### config.mk
export PLATFORM = sky130hd
export DESIGN_NAME = mult_job_sequencer
export DESIGN_NICKNAME = d
export VERILOG_FILES = /design/src/rtl/mult_pkg.sv /design/src/rtl/mult_op_fifo.sv /design/src/rtl/mult_job_sequencer.sv
export SDC_FILE = /design/constraint.sdc
export NUM_CORES = 1
export LEC_CHECK = 0
export CAP_MARGIN = 20
export CORE_MARGIN = 1.5
export CORE_UTILIZATION = 44
export CTS_CLUSTER_DIAMETER = 50
export DETAILED_ROUTE_END_ITERATION = 12
export PLACE_DENSITY = 0.75
export SETUP_SLACK_MARGIN = 0.02
export SLEW_MARGIN = 20
export SYNTH_ARGS = -nofsm -noshare
export SYNTH_HDL_FRONTEND = slang
export SYNTH_HIERARCHICAL = 1
export SYNTH_SLANG_ARGS = --single-unit
### constraint.sdc
create_clock -name clk -period 2.33 [get_ports clk]
set_clock_uncertainty 0.2 [all_clocks]
set_input_delay 0.233 -clock clk [delete_from_list [all_inputs] [get_ports clk]]
set_output_delay 0.233 -clock clk [all_outputs]
set_load 0.01 [all_outputs]
### src/rtl/mult_pkg.sv
// -----------------------------------------------------------------------------
// mult_pkg
// Shared definitions for the multiplier job sequencer: sequencer state
// encoding and the default operand width.
// -----------------------------------------------------------------------------
package mult_pkg;

    localparam int DEFAULT_WIDTH = 8;

    // The fourth 2-bit encoding is unused and recovers to ST_IDLE.
    typedef enum logic [1:0] {
        ST_IDLE  = 2'b00,
        ST_ISSUE = 2'b01,
        ST_WAIT  = 2'b10
    } state_t;

endpackage

### src/rtl/mult_op_fifo.sv
// -----------------------------------------------------------------------------
// mult_op_fifo
// Small first-word-fall-through FIFO holding packed operand pairs.
//
// Ports:
//   clk      in   clock
//   reset    in   synchronous active-high reset (empties the FIFO)
//   i_push   in   write i_data (caller guarantees !o_full)
//   i_data   in   DATA_W  entry to write
//   i_pop    in   discard head entry (caller guarantees !o_empty)
//   o_data   out  DATA_W  head entry
//   o_full   out  DEPTH entries held
//   o_empty  out  no entries held
// -----------------------------------------------------------------------------
module mult_op_fifo #(
    parameter int DATA_W = 16,
    parameter int DEPTH  = 2
) (
    input  logic              clk,
    input  logic              reset,
    input  logic              i_push,
    input  logic [DATA_W-1:0] i_data,
    input  logic              i_pop,
    output logic [DATA_W-1:0] o_data,
    output logic              o_full,
    output logic              o_empty
);

    localparam int AW = $clog2(DEPTH);

    logic [DATA_W-1:0] r_mem [DEPTH];
    logic [AW-1:0]     r_wr_ptr;
    logic [AW-1:0]     r_rd_ptr;
    logic [AW:0]       r_count;

    // NOTE: storage carries no reset; only the pointers and count define
    // which entries are valid, so clearing the array would be wasted logic.
    always_ff @(posedge clk) begin
        if (i_push) begin
            r_mem[r_wr_ptr] <= i_data;
        end
    end

    // NOTE: all sequential state uses non-blocking assignments so every
    // flop samples pre-edge values regardless of block evaluation order.
    always_ff @(posedge clk) begin
        if (reset) begin
            r_wr_ptr <= '0;
            r_rd_ptr <= '0;
            r_count  <= '0;
        end else begin
            // DEPTH is a power of two, so pointers wrap by natural overflow.
            if (i_push) r_wr_ptr <= r_wr_ptr + 1'b1;
            if (i_pop)  r_rd_ptr <= r_rd_ptr + 1'b1;
            case ({i_push, i_pop})
                2'b10:   r_count <= r_count + 1'b1;
                2'b01:   r_count <= r_count - 1'b1;
                default: r_count <= r_count;
            endcase
        end
    end

    assign o_data  = r_mem[r_rd_ptr];
    assign o_full  = (r_count == (AW+1)'(DEPTH));
    assign o_empty = (r_count == '0);

endmodule

### src/rtl/mult_job_sequencer.sv
// -----------------------------------------------------------------------------
// mult_job_sequencer
// Queues operand pairs from a valid/ready stream, issues them one at a time
// to a shift-add sequential multiplier through its start/valid level
// handshake, and returns each product on a valid/ready output stream.
//
// Ports:
//   clk          in   clock
//   reset        in   synchronous active-high reset (shared with multiplier)
//   in_valid     in   operand pair offered
//   in_ready     out  operand FIFO not full
//   in_a/in_b    in   WIDTH    multiplicand / multiplier
//   mul_start    out  start level to the multiplier controller
//   mul_a/mul_b  out  WIDTH    operands held stable for the job in flight
//   mul_valid    in   multiplier done/idle
//   mul_product  in   2*WIDTH  multiplier product register
//   out_valid    out  result held
//   out_ready    in   consumer accepts
//   out_product  out  2*WIDTH  captured product
//   busy         out  FIFO non-empty or a job in progress
//   timeout_err  out  sticky: multiplier failed to finish within TIMEOUT
//   job_count    out  16       completed jobs (wrapping)
// -----------------------------------------------------------------------------
module mult_job_sequencer
    import mult_pkg::*;
#(
    parameter int WIDTH   = DEFAULT_WIDTH,
    parameter int DEPTH   = 2,
    parameter int TIMEOUT = 2*WIDTH+8
) (
    input  logic               clk,
    input  logic               reset,
    input  logic               in_valid,
    output logic               in_ready,
    input  logic [WIDTH-1:0]   in_a,
    input  logic [WIDTH-1:0]   in_b,
    output logic               mul_start,
    output logic [WIDTH-1:0]   mul_a,
    output logic [WIDTH-1:0]   mul_b,
    input  logic               mul_valid,
    input  logic [2*WIDTH-1:0] mul_product,
    output logic               out_valid,
    input  logic               out_ready,
    output logic [2*WIDTH-1:0] out_product,
    output logic               busy,
    output logic               timeout_err,
    output logic [15:0]        job_count
);

    localparam int TW = $clog2(TIMEOUT+1);

    state_t             r_state;
    state_t             w_next_state;
    logic [WIDTH-1:0]   r_mul_a;
    logic [WIDTH-1:0]   r_mul_b;
    logic               r_out_valid;
    logic [2*WIDTH-1:0] r_out_product;
    logic               r_timeout_err;
    logic [15:0]        r_job_count;
    logic [TW-1:0]      r_tmo;

    logic [2*WIDTH-1:0] w_fifo_data;
    logic               w_full;
    logic               w_empty;
    logic               w_push;
    logic               w_pop;
    logic               w_capture;
    logic               w_timeout;

    // Full flag comes straight from the registered count, so a push can
    // never coincide with a full FIFO.
    assign in_ready = !w_full;
    assign w_push   = in_valid && !w_full;

    mult_op_fifo #(
        .DATA_W (2*WIDTH),
        .DEPTH  (DEPTH)
    ) u_fifo (
        .clk     (clk),
        .reset   (reset),
        .i_push  (w_push),
        .i_data  ({in_a, in_b}),
        .i_pop   (w_pop),
        .o_data  (w_fifo_data),
        .o_full  (w_full),
        .o_empty (w_empty)
    );

    always_ff @(posedge clk) begin
        if (reset) r_state <= ST_IDLE;
        else       r_state <= w_next_state;
    end

    // NOTE: every signal driven here gets a default first, so no path
    // through the case can leave a value unassigned and infer a latch.
    always_comb begin
        w_next_state = r_state;
        w_pop        = 1'b0;
        w_capture    = 1'b0;
        w_timeout    = 1'b0;
        case (r_state)
            ST_IDLE: begin
                // Only issue once the multiplier reports idle.
                if (!w_empty && mul_valid) begin
                    w_pop        = 1'b1;
                    w_next_state = ST_ISSUE;
                end
            end
            ST_ISSUE: begin
                // mul_valid low proves the controller left its final state
                // and has latched the new operands.
                if (!mul_valid) w_next_state = ST_WAIT;
            end
            ST_WAIT: begin
                if (mul_valid && (!r_out_valid || out_ready)) begin
                    w_capture    = 1'b1;
                    w_next_state = ST_IDLE;
                end else if (r_tmo == TW'(TIMEOUT-1)) begin
                    // This WAIT cycle is the TIMEOUT-th one: drop the job.
                    w_timeout    = 1'b1;
                    w_next_state = ST_IDLE;
                end
            end
            default: w_next_state = ST_IDLE;
        endcase
    end

    always_ff @(posedge clk) begin
        if (reset) begin
            r_mul_a       <= '0;
            r_mul_b       <= '0;
            r_out_valid   <= 1'b0;
            r_out_product <= '0;
            r_timeout_err <= 1'b0;
            r_job_count   <= '0;
            r_tmo         <= '0;
        end else begin
            if (w_pop) begin
                r_mul_a <= w_fifo_data[2*WIDTH-1:WIDTH];
                r_mul_b <= w_fifo_data[WIDTH-1:0];
            end

            if (r_state == ST_ISSUE)     r_tmo <= '0;
            else if (r_state == ST_WAIT) r_tmo <= r_tmo + 1'b1;

            if (w_timeout) r_timeout_err <= 1'b1;

            // A capture in the same cycle as a consumer accept keeps
            // out_valid high with the fresh product.
            if (w_capture) begin
                r_out_valid   <= 1'b1;
                r_out_product <= mul_product;
                r_job_count   <= r_job_count + 1'b1;
            end else if (out_ready) begin
                r_out_valid   <= 1'b0;
            end
        end
    end

    assign mul_start   = (r_state == ST_ISSUE);
    assign mul_a       = r_mul_a;
    assign mul_b       = r_mul_b;
    assign out_valid   = r_out_valid;
    assign out_product = r_out_product;
    assign busy        = !w_empty || (r_state != ST_IDLE);
    assign timeout_err = r_timeout_err;
    assign job_count   = r_job_count;

endmodule
==> results of run 1 <==
-- cell type report --
class | instances | area [µm²] | area share
Clock buffer | 9 | 124 | 0.0249
Clock inverter | 7 | 87.6 | 0.0176
Inverter | 6 | 25.0 | 0.00503
Multi-Input combinational cell | 237 | 1380 | 0.276
Sequential cell | 94 | 2200 | 0.442
Tap cell | 105 | 131 | 0.0264
Timing Repair Buffer | 107 | 1030 | 0.208
-- per-stage QoR --
step | hold slack (ns) | instances
2_1_floorplan | 0.102 | 357
3_3_place_gp | 0.241 | 549
3_5_place_dp | 0.248 | 549
4_1_cts | 0.0500 | 565
5_1_grt | 0.0869 | 565
6_report | 0.0566 | 565
-- cells by family (layout without fill, tap and decap cells) --
group                      Yosys count  count (layout)  share of synthesized area
muxes                               18              18                     0.0546
DFF                                 94              94                      0.596
adders and majority gates            3               3                     0.0102
AOI/OAI and AO/OA                   65              65                     0.0956
xor gates and xnor gates            12              12                     0.0285
buffers and inverters               26             129                     0.0315
and+or+nand+nor                    139             139                      0.183
-- synth_stat cells (2+ instances only) --
master,n,area (µm²)
a21oi_1,48,240
a32oi_1,2,17.5
and2b_2,2,17.5
and4_1,2,17.5
buf_2,6,30.0
clkbuf_1,11,41.3
dfxtp_1,62,1240
edfxtp_1,32,961
ha_1,3,37.5
inv_1,5,18.8
mux2_2,17,191
nand2_1,73,274
nand2b_1,2,12.5
nand3_1,4,20.0
nand3b_1,2,15.0
nand4_1,10,62.6
nor2_1,20,75.1
nor2b_1,3,18.8
nor3b_1,2,15.0
o211ai_1,2,15.0
o21ai_0,7,35.0
o31ai_1,4,30.0
or3_1,4,25.0
or3_2,3,22.5
or4_1,4,30.0
xnor2_1,7,61.3
xor2_1,5,43.8
-- how the worst max path moves through the flow --
| stage | from | endpoint | slack (ns) | cells past startpoint |
|---|---|---|---|---|
| 2_1_floorplan | r_state[1] | u_fifo/r_count[1] | 0.02 | 9 |
| 6_report | r_state[0] | mul_start | 0.13 | 4 |
| 4_1_cts | r_state[0] | mul_start | 0.1 | 4 |
| 3_5_place_dp | mul_valid | job_count[13] | -0.04 | 6 |
| 3_3_place_gp | mul_valid | u_fifo/r_count[1] | 0.03 | 7 |
| 5_1_grt | r_state[0] | mul_start | 0.06 | 4 |
-- registers in the layout, summed over array words and instances, names as in the netlist, named ones only --
register,cells
u_fifo/r_mem,32
job_count,16
out_product,16
mul_a,8
mul_b,8
r_tmo,5
r_state,2
u_fifo/r_count,2
out_valid,1
timeout_err,1
u_fifo/r_rd_ptr,1
u_fifo/r_wr_ptr,1
-- metal layers --
| layer | GRT usage | vias up |
|---|---|---|
| met1 | 0.227 | 1373 |
| met5 | 0 | - |
| li1 | - | 1449 |
| met4 | 0.0846 | 0 |
| met3 | 0.0483 | 11 |
| met2 | 0.309 | 60 |
-- cells in the final DEF (no fill, tap or decap), types with 7 or more instances in the layout --
cell / synthesis / layout
o21ai_0: 7 / 7
nor2_1: 20 / 19
xnor2_1: 7 / 7
clkdlybuf4s50_1: 0 / 88
nand2_1: 73 / 73
edfxtp_1: 32 / 32
mux2_2: 17 / 17
a21oi_1: 48 / 48
clkbuf_8: 0 / 9
nand4_1: 10 / 10
buf_4: 1 / 17
dfxtp_1: 62 / 62
-- what timing repair did --
action / CTS / global route
endpoints found under the hold margin: 0 / 0
hold buffers: 0 / 0
resized for setup: 0 / 1
setup endpoints to repair: 0 / 1
-- report_power, final --
group	total (mW)	switching [mW]	internal [mW]
Combinational	0.972	0.472	0.500
Clock	1.13	0.610	0.522
Sequential	1.99	0.0840	1.91
Total	4.10	1.17	2.93
==> impl_results.md, run 1 <==
- Clock latency on the worst-skew pair: between 0.3 and 0.4 ns
- R2R Path End: u_fifo/r_count[1]
- Site Rows: 33
- Die W: approximately 95 µm
- Slowest cell on the critical path: clkdlybuf4s50_1
- Critical path data arrival time: about 1.8 ns
- Final WL: between 7000 and 8000 µm
- Final period util: 0.945
- Power Density: approximately 820 nW/µm²
- Final worst setup slack: 0.129 ns
- Main synth FF type: dfxtp_1
- Area growth from synthesis to layout: 34.9%
- DR WL met3: roughly 400 µm
- Yosys cell types: between 40 and 50
- Tot Pwr: a little over 4 mW
- Hold endpoint: out_product[4]
- Fill cell count: 691
- Max_slew headroom: 0.758
- Wire length per cell: approximately 14 µm
- Post-synth ARST share: 0
- Crit. End Element: output port
- Layout cell share with drive strength beyond 1: 0.135
- Antenna cells: 0
- Worst hold start: reset
- Drt drc: 0
- Final instance area: roughly 5000 µm²
- # IOs: 90
- Maxcap violations: 0
- Post-CTS Setup Bufs: 0
- Final design utilization: 0.609
- Avg Cell Area, Syn: between 10 and 15 µm²
- CP Buf/Inv Count: 3
- Sequential element share of the synthesized area: 0.596
- Status: finished, final reports clean
- Die height: between 90 and 100 µm
- Initial Utilization: 0.452
- M1 WL: ~3400 µm
- Reg2reg path depth: 6
- Crit path time final: 2.20 ns
- Delay of the slowest critical-path stage: around 0.55 ns
- Drt first pass iters: 4
- All-layer global routing usage: 0.186
- Final setup fails: 0
- R2R Path Start: u_fifo/r_count[0]
- Mapped cell area: between 3000 and 4000 µm²
- Initial DRC Count: around 140
- Crit path required time: around 1.9 ns
- Maximum level of the CTS H-tree: 3
- VDD IR-drop max: around 0.5 mV
- CP cell instances: buf_4, inv_1, nor2_2, clkdlybuf4s50_1
- Synth Warn #: 6
- Critical path class: reg -> out
- RSZ-0062 raised after global routing: no
- Max Clk Rate: ~450 MHz
- Clock Pin Slew Worst Setup and Hold Paths: approximately 0.09 ns
- CTS tree: built
- Nets: ~500
- LEAKAGE: between 1.5 and 2 nW
- Grt ovf: 0
- Clock sinks: 94
- Vias in the first global route: roughly 2,900
- Clock Path Buffers: 2
- Worst-Margin Slew: approximately 0.36 ns
- Placed inst area: 4770 µm²
- Root buffer cell: clkbuf_8
- Setup WS pre-CTS: -0.0397 ns
- Max-slew violation count: 0
- Core Area: about 8000 µm²
- Wire length on met2: roughly 4000 µm
- Final hold vios: 0
- First-pass GRT wire length: around 13,000 µm
- Hold depth: 2
- ANT nets after route: 0
- Setup TNS: 0 ns
- I/O Buffers: 89
- EDFF count, synth: 32
- Critical Path Start Type: flop
- DIE AREA: between 8000 and 9000 µm²
- Vias per cell: 5.12
- Hold Crit Class: in -> reg
- HPWL reported at the end of detailed placement: 5280 µm
- Placer Congestion: slightly below 0.8
- Synthesized flop and latch total: 94
- Crit path max fanout: 8
- Largest net degree at the start of global routing: 47
- FF-to-FF setup slack: ~0.23 ns
- CTS Buf Count: 9
- Post-synthesis cell count: around 360
- Delay-heaviest family, CP: buffers and inverters
- Initial antenna violation count: 0
- Top layer in use: met4
- Syn Nets: around 400
- Via Count: 2,893
(Power assumes the default switching activity.)
==> run 2: changes to the inputs <==
- CAP_MARGIN: 20 -> not set
==> results of run 2 <==
The final DEF is identical to that of run 1; final timing and power are the same.
==> run 3: changes to the inputs <==
- HOLD_SLACK_MARGIN: not set -> 0.05
==> run 3 against run 2 <==
Effect of this change:
- cell count increased by 0.18%
- first-iteration DRC count fell by 25%
- register-to-register slack is essentially flat
- worst setup slack worse by 0.0028 ns
- power about the same
- clock power is essentially flat
- routed wire length hardly changed
- sequential power barely moved
- die area did not move
- non-clock buffer count is 1 higher
- via count grew 0.41%
- critical path type unchanged
- critical endpoint unchanged
- largest cell class unchanged
==> impl_results.md, run 3 (same netlist as run 1, synthesis figures left out) <==
- Layout cell share with drive strength beyond 1: 0.134 (was 0.135)
- HPWL reported at the end of detailed placement: 5280 µm (unchanged)
- Crit path max fanout: 8 (unchanged)
- # IOs: 90 (unchanged)
- Hold WS: 0.209 ns (was 0.0566 ns)
- Wire length per cell: 13.8 µm (about the same)
- VDD IR-drop max: 0.495 mV (about the same)
- Tot Pwr: 4.10 mW (about the same)
- Setup TNS: 0 ns (unchanged)
- Antenna cells: 0 (unchanged)
- Core Area: 8180 µm² (unchanged)
- Maxcap violations: 0 (unchanged)
- Switching pwr: 1.17 mW (about the same)
- Vias per cell: 5.13 (was 5.12)
- CP cell instances: buf_4, inv_1, nor2_2, clkdlybuf4s50_1 (unchanged)
- Critical path data arrival time: 1.77 ns (about the same)
- Critical Path Start Type: flop (unchanged)
- P_int: 2.93 mW (about the same)
- Max_slew headroom: 0.758 (about the same)
- Max-slew violation count: 0 (unchanged)
- Slowest cell on the critical path: clkdlybuf4s50_1 (unchanged)
- Crit path required time: 1.90 ns (about the same)
- Crit. End Element: output port (unchanged)
- Nets: 496 (was 495)
- CP Buf/Inv Count: 3 (unchanged)
- Placer Congestion: 0.772 (unchanged)
- Placed inst area: 4770 µm² (unchanged)
- First-pass GRT wire length: 13,000 µm (was 12,900 µm)
- Crit path time final: 2.20 ns (about the same)
- Clock Pin Slew Worst Setup and Hold Paths: 0.09 ns (about the same)
- Area growth from synthesis to layout: 35.1% (was 34.9%)
- ANT nets after route: 0 (unchanged)
- Final hold vios: 0 (unchanged)
- Commonest non-fill, non-tap cell in the layout: clkdlybuf4s50_1 (unchanged)
- Final period util: 0.946 (was 0.945)
- Die W: 94.6 µm (unchanged)
- Final instance area: 4990 µm² (was 4980 µm²)
- Max FFs per register: 32 (unchanged)
- Via Count: 2,905 (was 2,893)
- Largest net degree at the start of global routing: 47 (unchanged)
- Max Clk Rate: 454 MHz (about the same)
- Top reg by flops: u_fifo/r_mem (unchanged)
- Critical path class: reg -> out (unchanged)
- Worst-Margin Slew: 0.358 ns (about the same)
- Most frequent cells in the layout: 88 x clkdlybuf4s50_1, 73 x nand2_1, 62 x dfxtp_1 (unchanged)
- All-layer global routing usage: 0.187 (was 0.186)
- Clock latency on the worst-skew pair: 0.37 ns (was 0.36 ns)
- Delay-heaviest family, CP: buffers and inverters (unchanged)
- Status: finished, final reports clean (unchanged)
- Maximum level of the CTS H-tree: 3 (unchanged)
- Initial Utilization: 0.452 (unchanged)
- Final WL: 7810 µm (about the same)
- LEAKAGE: 1.69 nW (about the same)
- Clock sinks: 94 (unchanged)
- Drt first pass iters: 7 (was 4)
- Drt drc: 0 (unchanged)
- CTS Buf Count: 9 (unchanged)
- Power Density: 822 nW/µm² (was 823 nW/µm²)
- I/O Buffers: 89 (unchanged)
- CTS tree: built (unchanged)
- Clock Power Share: 0.277 (was 0.276)
- Site Rows: 33 (unchanged)
- Die height: 94.6 µm (unchanged)
- Initial antenna violation count: 0 (unchanged)
- Root buffer cell: clkbuf_8 (unchanged)
- Setup WS pre-CTS: -0.0397 ns (unchanged)
- Combinational share of power: 0.237 (about the same)
- Delay of the slowest critical-path stage: 0.55 ns (about the same)
- Grt ovf: 0 (unchanged)
- RSZ-0062 raised after global routing: no (unchanged)
- Vias in the first global route: 2,866 (was 2,854)
- Hold Crit Class: in -> reg (unchanged)
- Sw frac: 0.285 (was 0.284)
- Flop pwr share: 0.486 (was 0.487)
- DIE AREA: 8950 µm² (unchanged)
- Final setup fails: 0 (unchanged)
- Clock Path Buffers: 2 (unchanged)
- Final worst setup slack: 0.126 ns (was 0.129 ns)
- Initial DRC Count: 107 (was 142)
-- run 3: changes by cell type in the layout (fill, tap and decap cells not counted), sizes merged --
cell         before  now
dlygate4sd3       0    1
-- run 3: timing repair --
action | in CTS | in global routing
hold buffers | 1 | 0
setup buffers | 0 | 0
gates resized for setup | 0 | 1
setup endpoints to repair | 0 | 1
hold endpoints to repair | 1 | 0
-- run 3: path summary, 6_finish.rpt --
check	startpoint	to	slack [ns]	depth (start not counted)
max	r_state[0]	mul_start	0.13	4
min	mul_product[1]	out_product[1]	0.21	3
max reg2reg	u_fifo/r_count[0]	u_fifo/r_count[1]	0.24	6
min reg2reg	out_product[8]	out_product[8]	0.26	2
-- run 3: layout make-up --
type | count | area, µm²
clock buffer | 9 | 124
clock inverter | 7 | 87.6
fill | 690 | 3190
inverter | 6 | 25.0
multi-input combinational | 237 | 1380
sequential | 94 | 2200
tap | 105 | 131
timing repair buffer | 108 | 1040
-- run 3: worst reg2reg max path: stages, from the launching register on --
cell     delay [ns]
dfxtp_1        0.40
and2b_2        0.25
nor2b_1        0.22
inv_1          0.11
ha_1           0.35
or3_1          0.35
a21oi_1        0.14
-- run 3: power by group through the flow --
stage / Sequential (mW) / Combinational [mW] / Clock (mW)
after detailed placement: 2.03 / 0.973 / 0
after global routing: 2.02 / 1.06 / 1.23
after CTS: 2.00 / 0.983 / 1.16
final: 1.99 / 0.973 / 1.13
after global placement: 2.03 / 0.955 / 0
after floorplan: 2.05 / 0.567 / 0
-- run 3: per-stage QoR --
stage / utilization / cells
6_report: 0.610 / 566
5_1_grt: 0.610 / 566
4_1_cts: 0.610 / 566
3_5_place_dp: 0.583 / 549
3_3_place_gp: 0.583 / 549
2_1_floorplan: - / 357
-- run 3: metal layers --
metal | share of wire | GRT usage | vias up
met5 | 0 | 0 | -
met4 | 0.021 | 0.0846 | 0
met3 | 0.055 | 0.0483 | 18
met2 | 0.49 | 0.310 | 69
met1 | 0.43 | 0.227 | 1367
li1 | - | - | 1451
